**config.mk**
```make
export PLATFORM = sky130hd
export DESIGN_NAME = tick_event_counter
export DESIGN_NICKNAME = d
export VERILOG_FILES = /design/src/rtl/fsm_defs.sv /design/src/rtl/tick_event_counter_rise_detect.sv /design/src/rtl/tick_event_counter.sv
export SDC_FILE = /design/constraint.sdc
export NUM_CORES = 1
export LEC_CHECK = 0
export CAP_MARGIN = 20
export CORE_MARGIN = 5
export CORE_UTILIZATION = 40
export CTS_CLUSTER_SIZE = 10
export DETAILED_ROUTE_END_ITERATION = 10
export SLEW_MARGIN = 20
export SYNTH_ARGS = -nofsm -noshare
export SYNTH_HDL_FRONTEND = slang
export SYNTH_SLANG_ARGS = --single-unit
```
**constraint.sdc**
```tcl
create_clock -name clk -period 2.66 [get_ports clk]
set_input_delay 0.399 -clock clk [delete_from_list [all_inputs] [get_ports clk]]
set_output_delay 0.399 -clock clk [all_outputs]
set_load 0.01 [all_outputs]
```
**src/rtl/fsm_defs.sv**
```systemverilog
`default_nettype none
// +----------------------------------------------------------------+
// | fsm_defs                                                       |
// | State encoding shared by the tick event counter control FSM.   |
// | Rev 1.0                                                        |
// +----------------------------------------------------------------+
package fsm_defs;

  typedef enum logic [1:0] {
    S_IDLE = 2'd0,
    S_RUN  = 2'd1,
    S_DONE = 2'd2
  } state_t;

endpackage
`default_nettype wire

```
**src/rtl/tick_event_counter_rise_detect.sv**
```systemverilog
`default_nettype none
// +----------------------------------------------------------------+
// | rise_detect                                                    |
// | One-flop rising-edge detector for synchronous strobes.         |
// | Rev 1.0                                                        |
// +----------------------------------------------------------------+
module rise_detect (
  input  logic clk,
  input  logic reset,
  input  logic in,
  output logic pulse
);

  logic r_in_q;

  always_ff @(posedge clk) begin
    if (reset) begin
      r_in_q <= 1'b0;
    end else begin
      r_in_q <= in;
    end
  end

  assign pulse = in & ~r_in_q;

endmodule
`default_nettype wire

```
**src/rtl/tick_event_counter.sv**
```systemverilog
`default_nettype none
// +----------------------------------------------------------------+
// | tick_event_counter                                             |
// | Counts rising edges of a divided strobe up to a captured limit.|
// | Rev 1.0                                                        |
// +----------------------------------------------------------------+
module tick_event_counter
  import fsm_defs::*;
#(
  parameter int WIDTH = 8
) (
  input  logic             clk,
  input  logic             reset,
  input  logic             tick_in,
  input  logic             start,
  input  logic             stop,
  input  logic [WIDTH-1:0] limit,
  output logic [WIDTH-1:0] count,
  output logic             busy,
  output logic             done
);

  state_t           r_state;
  state_t           w_state_d;
  logic [WIDTH-1:0] r_count;
  logic [WIDTH-1:0] w_count_d;
  logic [WIDTH-1:0] r_limit;
  logic [WIDTH-1:0] w_limit_d;
  logic [WIDTH-1:0] w_count_inc;
  logic             w_edge;
  logic             r_busy;
  logic             r_done;

  rise_detect u_rise_detect (
    .clk   (clk),
    .reset (reset),
    .in    (tick_in),
    .pulse (w_edge)
  );

  assign w_count_inc = r_count + 1'b1;

  always_comb begin
    w_state_d = r_state;
    w_count_d = r_count;
    w_limit_d = r_limit;
    unique case (r_state)
      S_IDLE: begin
        if (start && !stop) begin
          w_limit_d = limit;
          w_count_d = '0;
          w_state_d = S_RUN;
        end
      end
      S_RUN: begin
        // stop beats everything; a zero limit finishes without counting
        if (stop) begin
          w_state_d = S_IDLE;
        end else if (r_limit == '0) begin
          w_state_d = S_DONE;
        end else if (w_edge) begin
          w_count_d = w_count_inc;
          if (w_count_inc == r_limit) begin
            w_state_d = S_DONE;
          end
        end
      end
      S_DONE: begin
        w_state_d = S_IDLE;
      end
      default: begin
        w_state_d = S_IDLE;
      end
    endcase
  end

  // busy/done are decoded from the next state so they leave a flop
  always_ff @(posedge clk) begin
    if (reset) begin
      r_state <= S_IDLE;
      r_count <= '0;
      r_limit <= '0;
      r_busy  <= 1'b0;
      r_done  <= 1'b0;
    end else begin
      r_state <= w_state_d;
      r_count <= w_count_d;
      r_limit <= w_limit_d;
      r_busy  <= (w_state_d == S_RUN);
      r_done  <= (w_state_d == S_DONE);
    end
  end

  assign count = r_count;
  assign busy  = r_busy;
  assign done  = r_done;

endmodule
`default_nettype wire

```
# Word-level counts from Yosys, hierarchy flattened
# Cells that the tools add are included.
word_totals:
  out_inout_bits: 10
  regBits: 21
op_classes:
  bitwise_logic: 2
  muxes: 11
  n_eq_ne: 8
  n_addsub: 1
  n_reduce_logical: 7
ops:
  columns: ["cell", "count"]
  rows:
  - ["$mux 8", 4]
  - ["$pmux 8 s2", 1]
  - ["$mux 2", 5]
  - ["$add 8x1->8 const B", 1]
  - ["$eq 8x8->1", 1]
  - ["$logic_not 8->1", 1]
  - ["$ne 2x2->1 const B", 3]
  - ["$reduce_and 5->1", 1]
  - ["$eq 2x1->1 const B", 2]
  - ["$pmux 2 s2", 1]
  - ["$eq 2x2->1 const B", 1]
  - ["$logic_not 2->1", 1]
  - ["$ne 2x1->1 const B", 1]
  - ["$reduce_and 2->1", 1]
  - ["$reduce_bool 2->1", 1]
  - ["$and 1x1->1", 1]
  - ["$logic_and 1x1->1", 1]
  - ["$logic_not 1->1", 1]
  - ["$not 1->1", 1]

# Depth between registers and ports, before layout
# Gate-level depths: netlist (run 1).
depth:
  word_depth: 8
  depth_mapped: 7

# Cells and area by module
# From an unflattened synthesis (run 1), not the netlist that was laid out.
hier_totals:
  hier_cells: 138
  hier_area_um2: 1183.6
by_module_without_submodules:
  columns: ["mod", "area_each_um2", "instances", "cells_each"]
  rows:
  - ["tick_event_counter", 1136.1, 1, 135]
  - ["rise_detect", 47.5, 1, 3]

# Worst setup path before layout (run 1)
# No wires, ideal clock.
synth_timing:
  path_kind: "register to register"
  start: "reg r_count[0], in the netlist count[0]"
  end: "reg r_busy, in the netlist busy"
  setup_slack_ps: 637
  setup_ps: 116
  period_less_slack_ps: 2023
  t_arrival_ps: 1907
  required_ps: 2544
  stages_incl_launch_ff: 8
  path_cell_list: "dfxtp_1 > ha_1 > clkbuf_1 > nand3_1 > nor3b_1 > o211ai_1 > a2111o_1 > a31o_1"
synth_between:
  elab_chain_len: 8
synth_lines:
  columns: ["element", "line", "text"]
  rows:
  - ["start, declared", "tick_event_counter.sv:25", "logic [WIDTH-1:0] r_count;"]
  - ["start signal, assigned", "tick_event_counter.sv:87", "r_count <= w_count_d;"]
  - ["$add 8x1->8", "tick_event_counter.sv:41", "assign w_count_inc = r_count + 1'b1;"]
  - ["$eq 8x8->1", "tick_event_counter.sv:63", "if (w_count_inc == r_limit) begin"]
  - ["$mux 2", "tick_event_counter.sv:63", null]
  - ["$mux 2", "tick_event_counter.sv:61", "end else if (w_edge) begin"]
  - ["$mux 2", "tick_event_counter.sv:59", "end else if (r_limit == '0) begin"]
  - ["$mux 2", "tick_event_counter.sv:57", "if (stop) begin"]
  - ["$pmux 2 s2", "tick_event_counter.sv:47", "unique case (r_state)"]
  - ["$eq 2x1->1", "tick_event_counter.sv:89", "r_busy <= (w_state_d == S_RUN);"]
  - ["end signal, assigned", "tick_event_counter.sv:89", null]
  - ["end, declared", "tick_event_counter.sv:31", "logic r_busy;"]
# No other way between the ends.
# A chain may end at the register's enable or synchronous reset.

# Final worst setup path (run 1)
layout_timing:
  start: "reg r_count[0], in the netlist count[0]"
  end: "reg r_state[0]"
layout_between:
  elab_chain_len: 7
layout_lines:
  columns: ["element", "line", "text"]
  rows:
  - ["$add 8x1->8", "tick_event_counter.sv:41", null]
  - ["$eq 8x8->1", "tick_event_counter.sv:63", null]
  - ["$mux 2", "tick_event_counter.sv:63", null]
  - ["$mux 2", "tick_event_counter.sv:61", null]
  - ["$mux 2", "tick_event_counter.sv:59", null]
  - ["$mux 2", "tick_event_counter.sv:57", null]
  - ["$pmux 2 s2", "tick_event_counter.sv:47", null]
  - ["end signal, assigned", "tick_event_counter.sv:86", "r_state <= w_state_d;"]
  - ["end, declared", "tick_event_counter.sv:23", "state_t r_state;"]
# No other way between the ends.

==> impl_metrics.csv, run 1 <==
group,metric,value,unit
outcome,status,"completed",
layout,nets,167,
hold_path,whs_path_depth,2,
clock_network,path_clk_slew,0.13,ns
layout,regArea,420,sq um
synth,synthesis.area,1130,sq um
synth,ys_seq_elements,21,
floorplan,rows,19,
sta,drv_slew,0,
routing,viasPerCell,5.52,
clock_network,cts_setup_buffers,0,
synth,synth_edf_count,0,
routing,antenna_left,0,
floorplan,die_w,63.1,um
sta,hold_viol,0,
sta,skew,0.00541,ns
setup_path,r2r_cells,6,
floorplan,initial_core_util,41.3,%
placed_design,dp_slack,0.485,ns
layout,stdcell_area,1390,sq um
synth,syn_inst,132,
clock_network,cts_resized,0,
clock_network,cts_root_buf,"clkbuf_4",
synth,yosysSeqAreaShare,37.3,%
synth,yosys_most_used_dff,"dfxtp_1",
placed_design,gp_congestion,0.814,
synth,ys_warn_count,0,
layout,layout_commonest_cell,"clkdlybuf4s50_1",
placed_design,hpwlAfterDp,2110,um
sta,worst_slew_pin_slew,0.688,ns
clock_network,cts_buffers,3,
power,design_power_total,0.575,mW
clock_network,htreeDepth,1,
sta,finalSetupViolCount,0,
sta,min_period,2.18,ns
synth,syn_area_per_cell,8.55,sq um
sta,rsz0062_at_grt,"false",
floorplan,die_h,63.1,um
power,ir_worst_vdd,0.246,mV
placed_design,io_buffers,22,
sta,post-route-period-util,82.0,%
routing,wirelength,2720,um
clock_network,clock_latency,0.31,ns
placed_design,placed_area,1360,sq um
clock_network,clockBufferDepth,2,
setup_path,cp-end-kind,"register",
global_routing,grt_max_degree,12,
floorplan,dieArea,3980,sq um
layout,final_cell_mix,"clkdlybuf4s50_1, nand2_1, dfxtp_1, a21oi_1, nor2_1",
routing,drt_pass1_iterations,4,
layout,multi_input_area,658,sq um
clock_network,cts_tree,"built",
global_routing,grt_pass1_vias,1065,
clock_network,cts_hold_buf,0,
routing,vias,1011,
setup_path,cp_max_fo,6,
routing,drc,0,
routing,avgRoutedWirePerCell,14.9,um
layout,drive_above_1_share,7.89,%
layout,diodes,0,
global_routing,antenna_found_initial,0,
floorplan,core_area,2730,sq um
synth,ys_types,38,
setup_path,arrival,2.39,ns
power,leakage,0.464,nW
global_routing,grt_use_total,14.7,%
global_routing,grt.overflow.total,0,
sta,slew_headroom,53.7,%
clock_network,clock_sinks,21,
synth,async_flop_share,0,%
synth,synth_nets,146,
setup_path,crit_required,2.87,ns
layout,fill_cells,268,
power,power.density,414,nW/um^2
setup_path,crit_type,"reg -> reg",
job,max_cap_viol_count,0,
setup_path,startpoint_type,"register",
sta,tns,0,ns
routing,drt_iter0_markers,45,
floorplan,ios,23,
sta,fmax,459,MHz
hold_path,hp-class,"reg -> reg",
layout,area_growth,22.8,%
sta,timing.final.ws_setup,0.479,ns
global_routing,grt_pass1_wl,4860,um
## per-layer routing
layer  vias to the layer above  routed length (um)  track usage [%]
li1                        516                   -                -
met1                       472                1300             19.4
met2                        21                1310             23.2
met5                         -                   0                0
met4                         0                  17             5.31
met3                         2                  91             3.20
## worst max-delay path, stage by stage, from the launching register on
cell	delay [ns]
dfxtp_1	0.50
ha_1	0.31
xor2_1	0.17
a2111oi_2	0.30
o211ai_1	0.14
a2111o_1	0.43
a31o_1	0.23
## layout make-up
type                       instances  share of cell area, %
sequential                        21                   30.3
multi-input combinational        101                   47.5
tap                               31                   2.80
inverter                           2                  0.542
clock buffer                       4                   1.90
timing repair buffer              24                   17.0
## synthesized netlist by cell type (all sizes together) (3+ instances only)
library cell / n / share of area [%]
nor2: 7 / 3.0
nand3b: 3 / 2.0
o21ai: 5 / 2.2
nand3: 3 / 1.3
nand2: 21 / 7.0
clkbuf: 6 / 2.1
xor2: 4 / 3.1
xnor2: 5 / 3.9
a211oi: 3 / 2.0
dfxtp: 21 / 37
a21oi: 17 / 7.5
## cell families (layout without fill, tap and decap cells)
logic type                 Yosys count  after routing  share of synthesized area, %
and+or+nand+nor                     51             51                          24.9
buffers and inverters               10             30                          4.43
xor gates and xnor gates             9              9                          6.98
DFF                                 21             21                          37.3
muxes                                1              1                         0.887
AOI/OAI and AO/OA                   39             39                          24.4
adders and majority gates            1              1                          1.11
## metrics by stage
stage | hold WS (ns) | cells | util (%)
after global placement | 0.479 | 179 | 49.7
after detailed placement | 0.484 | 179 | 49.7
after CTS | 0.501 | 183 | 50.7
after floorplan | 0.461 | 132 | -
after global routing | 0.519 | 183 | 50.7
final | 0.496 | 183 | 50.7
## state kept, by name, indices dropped and copies added, names as in the netlist
register	count
count	8
busy	1
r_limit	8
u_rise_detect.r_in_q	1
r_state	2
done	1
## final timing paths
check                  start    endpoint  slack, ns
hold / removal    r_limit[1]  r_limit[1]       0.50
setup reg to reg    count[0]  r_state[0]       0.48
hold reg to reg   r_limit[1]  r_limit[1]       0.50
setup / recovery    count[0]  r_state[0]       0.48
## power by group
part / switching, mW / total, mW / leakage, nW / internal, mW
registers: 0.00803 / 0.332 / 0.171 / 0.324
logic: 0.0420 / 0.0817 / 0.278 / 0.0397
clock network: 0.103 / 0.161 / 0.0150 / 0.0585
(Power assumes the default switching activity.)
==> run 2, diff against run 1 <==
- clock period: 2.66 -> 2.2 ns (I/O delays scaled with it)
==> impl_metrics.csv, run 2 (synthesis results as in run 1) <==
group,metric,value,unit
placed_design,hpwlAfterDp,2020,um
setup_path,crit_required,2.41,ns
placed_design,gp_congestion,0.828,
layout,stdcell_area,1430,sq um
clock_network,cts_tree,"built",
sta,rsz0062_at_grt,"false",
layout,drive_above_1_share,11.5,%
floorplan,rows,19,
layout,layout_commonest_cell,"clkdlybuf4s50_1",
power,ir_worst_vdd,0.299,mV
floorplan,die_h,63.1,um
power,leakage,0.493,nW
outcome,status,"completed",
sta,fmax,495,MHz
sta,finalSetupViolCount,0,
routing,viasPerCell,5.51,
floorplan,initial_core_util,41.3,%
sta,min_period,2.02,ns
global_routing,grt_use_total,14.0,%
placed_design,placed_area,1400,sq um
sta,skew,0.0119,ns
routing,antenna_left,0,
clock_network,cts_hold_buf,0,
routing,avgRoutedWirePerCell,13.8,um
floorplan,ios,23,
layout,diodes,0,
layout,final_cell_mix,"clkdlybuf4s50_1, nand2_1, dfxtp_1, a21oi_1, buf_4",
sta,drv_slew,0,
layout,nets,172,
setup_path,path_cells,"ha_1 > xor2_1 > a2111oi_2 > o211ai_1 > a2111o_1 > a31o_1",
setup_path,startpoint_type,"register",
clock_network,clock_sinks,21,
sta,whs,0.502,ns
clock_network,cts_buffers,3,
routing,drt_iter0_markers,26,
setup_path,path_buf_inv,0,
floorplan,die_w,63.1,um
routing,vias,1036,
global_routing,grt.overflow.total,0,
setup_path,cp-end-kind,"register",
job,max_cap_viol_count,0,
floorplan,dieArea,3980,sq um
routing,wirelength,2590,um
sta,worst_slew_pin_slew,0.593,ns
sta,slew_headroom,60.1,%
global_routing,grt_max_degree,13,
sta,tns,0,ns
setup_path,cp_max_fo,5,
hold_path,hp-class,"reg -> reg",
global_routing,grt_pass1_wl,4580,um
clock_network,cts_setup_buffers,0,
power,power.density,490,nW/um^2
global_routing,antenna_found_initial,0,
global_routing,grt_pass1_vias,1060,
setup_path,arrival,2.23,ns
clock_network,clockBufferDepth,2,
setup_path,cp_slowest_cell,"dfxtp_1",
setup_path,crit_family,"compound AO/OA/AOI/OAI gates",
clock_network,clock_latency,0.32,ns
sta,post-route-period-util,91.8,%
clock_network,path_clk_slew,0.13,ns
sta,hold_viol,0,
setup_path,crit_type,"reg -> reg",
placed_design,io_buffers,22,
placed_design,dp_slack,0.146,ns
floorplan,core_area,2730,sq um
sta,timing.final.ws_setup,0.179,ns
layout,area_growth,26.3,%
setup_path,cp_slowest_stage_delay,0.42,ns
routing,drc,0,
routing,drt_pass1_iterations,4,
clock_network,htreeDepth,1,
clock_network,cts_resized,0,
clock_network,cts_root_buf,"clkbuf_4",
[run 2: cell types whose count changed in the layout (fill, tap and decap cells not counted), sizes merged]
| cell | previous run | this run |
|---|---|---|
| clkinv | 0 | 1 |
| buf | 2 | 7 |
| clkbuf | 4 | 3 |
[run 2: path summary, 6_finish.rpt]
path | startpoint | endpoint | slack (ns) | cells after the start
worst max-delay path | count[1] | r_state[0] | 0.18 | 6
worst min-delay path | r_limit[7] | r_limit[7] | 0.50 | 2
worst max register to register | count[1] | r_state[0] | 0.18 | 6
worst min register to register | r_limit[7] | r_limit[7] | 0.50 | 2
[run 2: per-stage QoR]
stage	utilization (%)	total power [mW]	std cells
detailed placement	51.1	0.514	184
CTS	52.1	0.709	188
global placement	51.1	0.512	184
floorplan	-	0.465	132
global route	52.1	0.732	188
finish	52.1	0.698	188
[run 2: layout make-up]
class | instances | area, sq um
Clock inverter | 1 | 5.00
Tap cell | 31 | 38.8
Sequential cell | 21 | 420
Inverter | 2 | 7.51
Fill cell | 263 | 1310
Multi-Input combinational cell | 101 | 658
Timing Repair Buffer | 29 | 273
Clock buffer | 3 | 22.5
[run 2: worst register-to-register path, stage by stage (launching register included)]
cell and delay [ns]:
dfxtp_1 0.42, ha_1 0.28, xor2_1 0.16, a2111oi_2 0.28, o211ai_1 0.13, a2111o_1 0.42
a31o_1 0.23
[run 2: power breakdown]
part	internal [mW]	total, mW	switching (mW)	leakage [nW]
Clock	0.0680	0.195	0.127	0.0177
Combinational	0.0529	0.103	0.0500	0.304
Sequential	0.391	0.401	0.00956	0.171
Total	0.512	0.698	0.186	0.493
[run 2: routing by layer]
metal | up-vias | track usage (%) | share of wire, %
met5 | - | 0 | 0
met4 | 0 | 5.57 | 1.6
met3 | 6 | 3.37 | 4.5
met2 | 22 | 24.1 | 49
met1 | 486 | 16.6 | 45
li1 | 522 | - | -
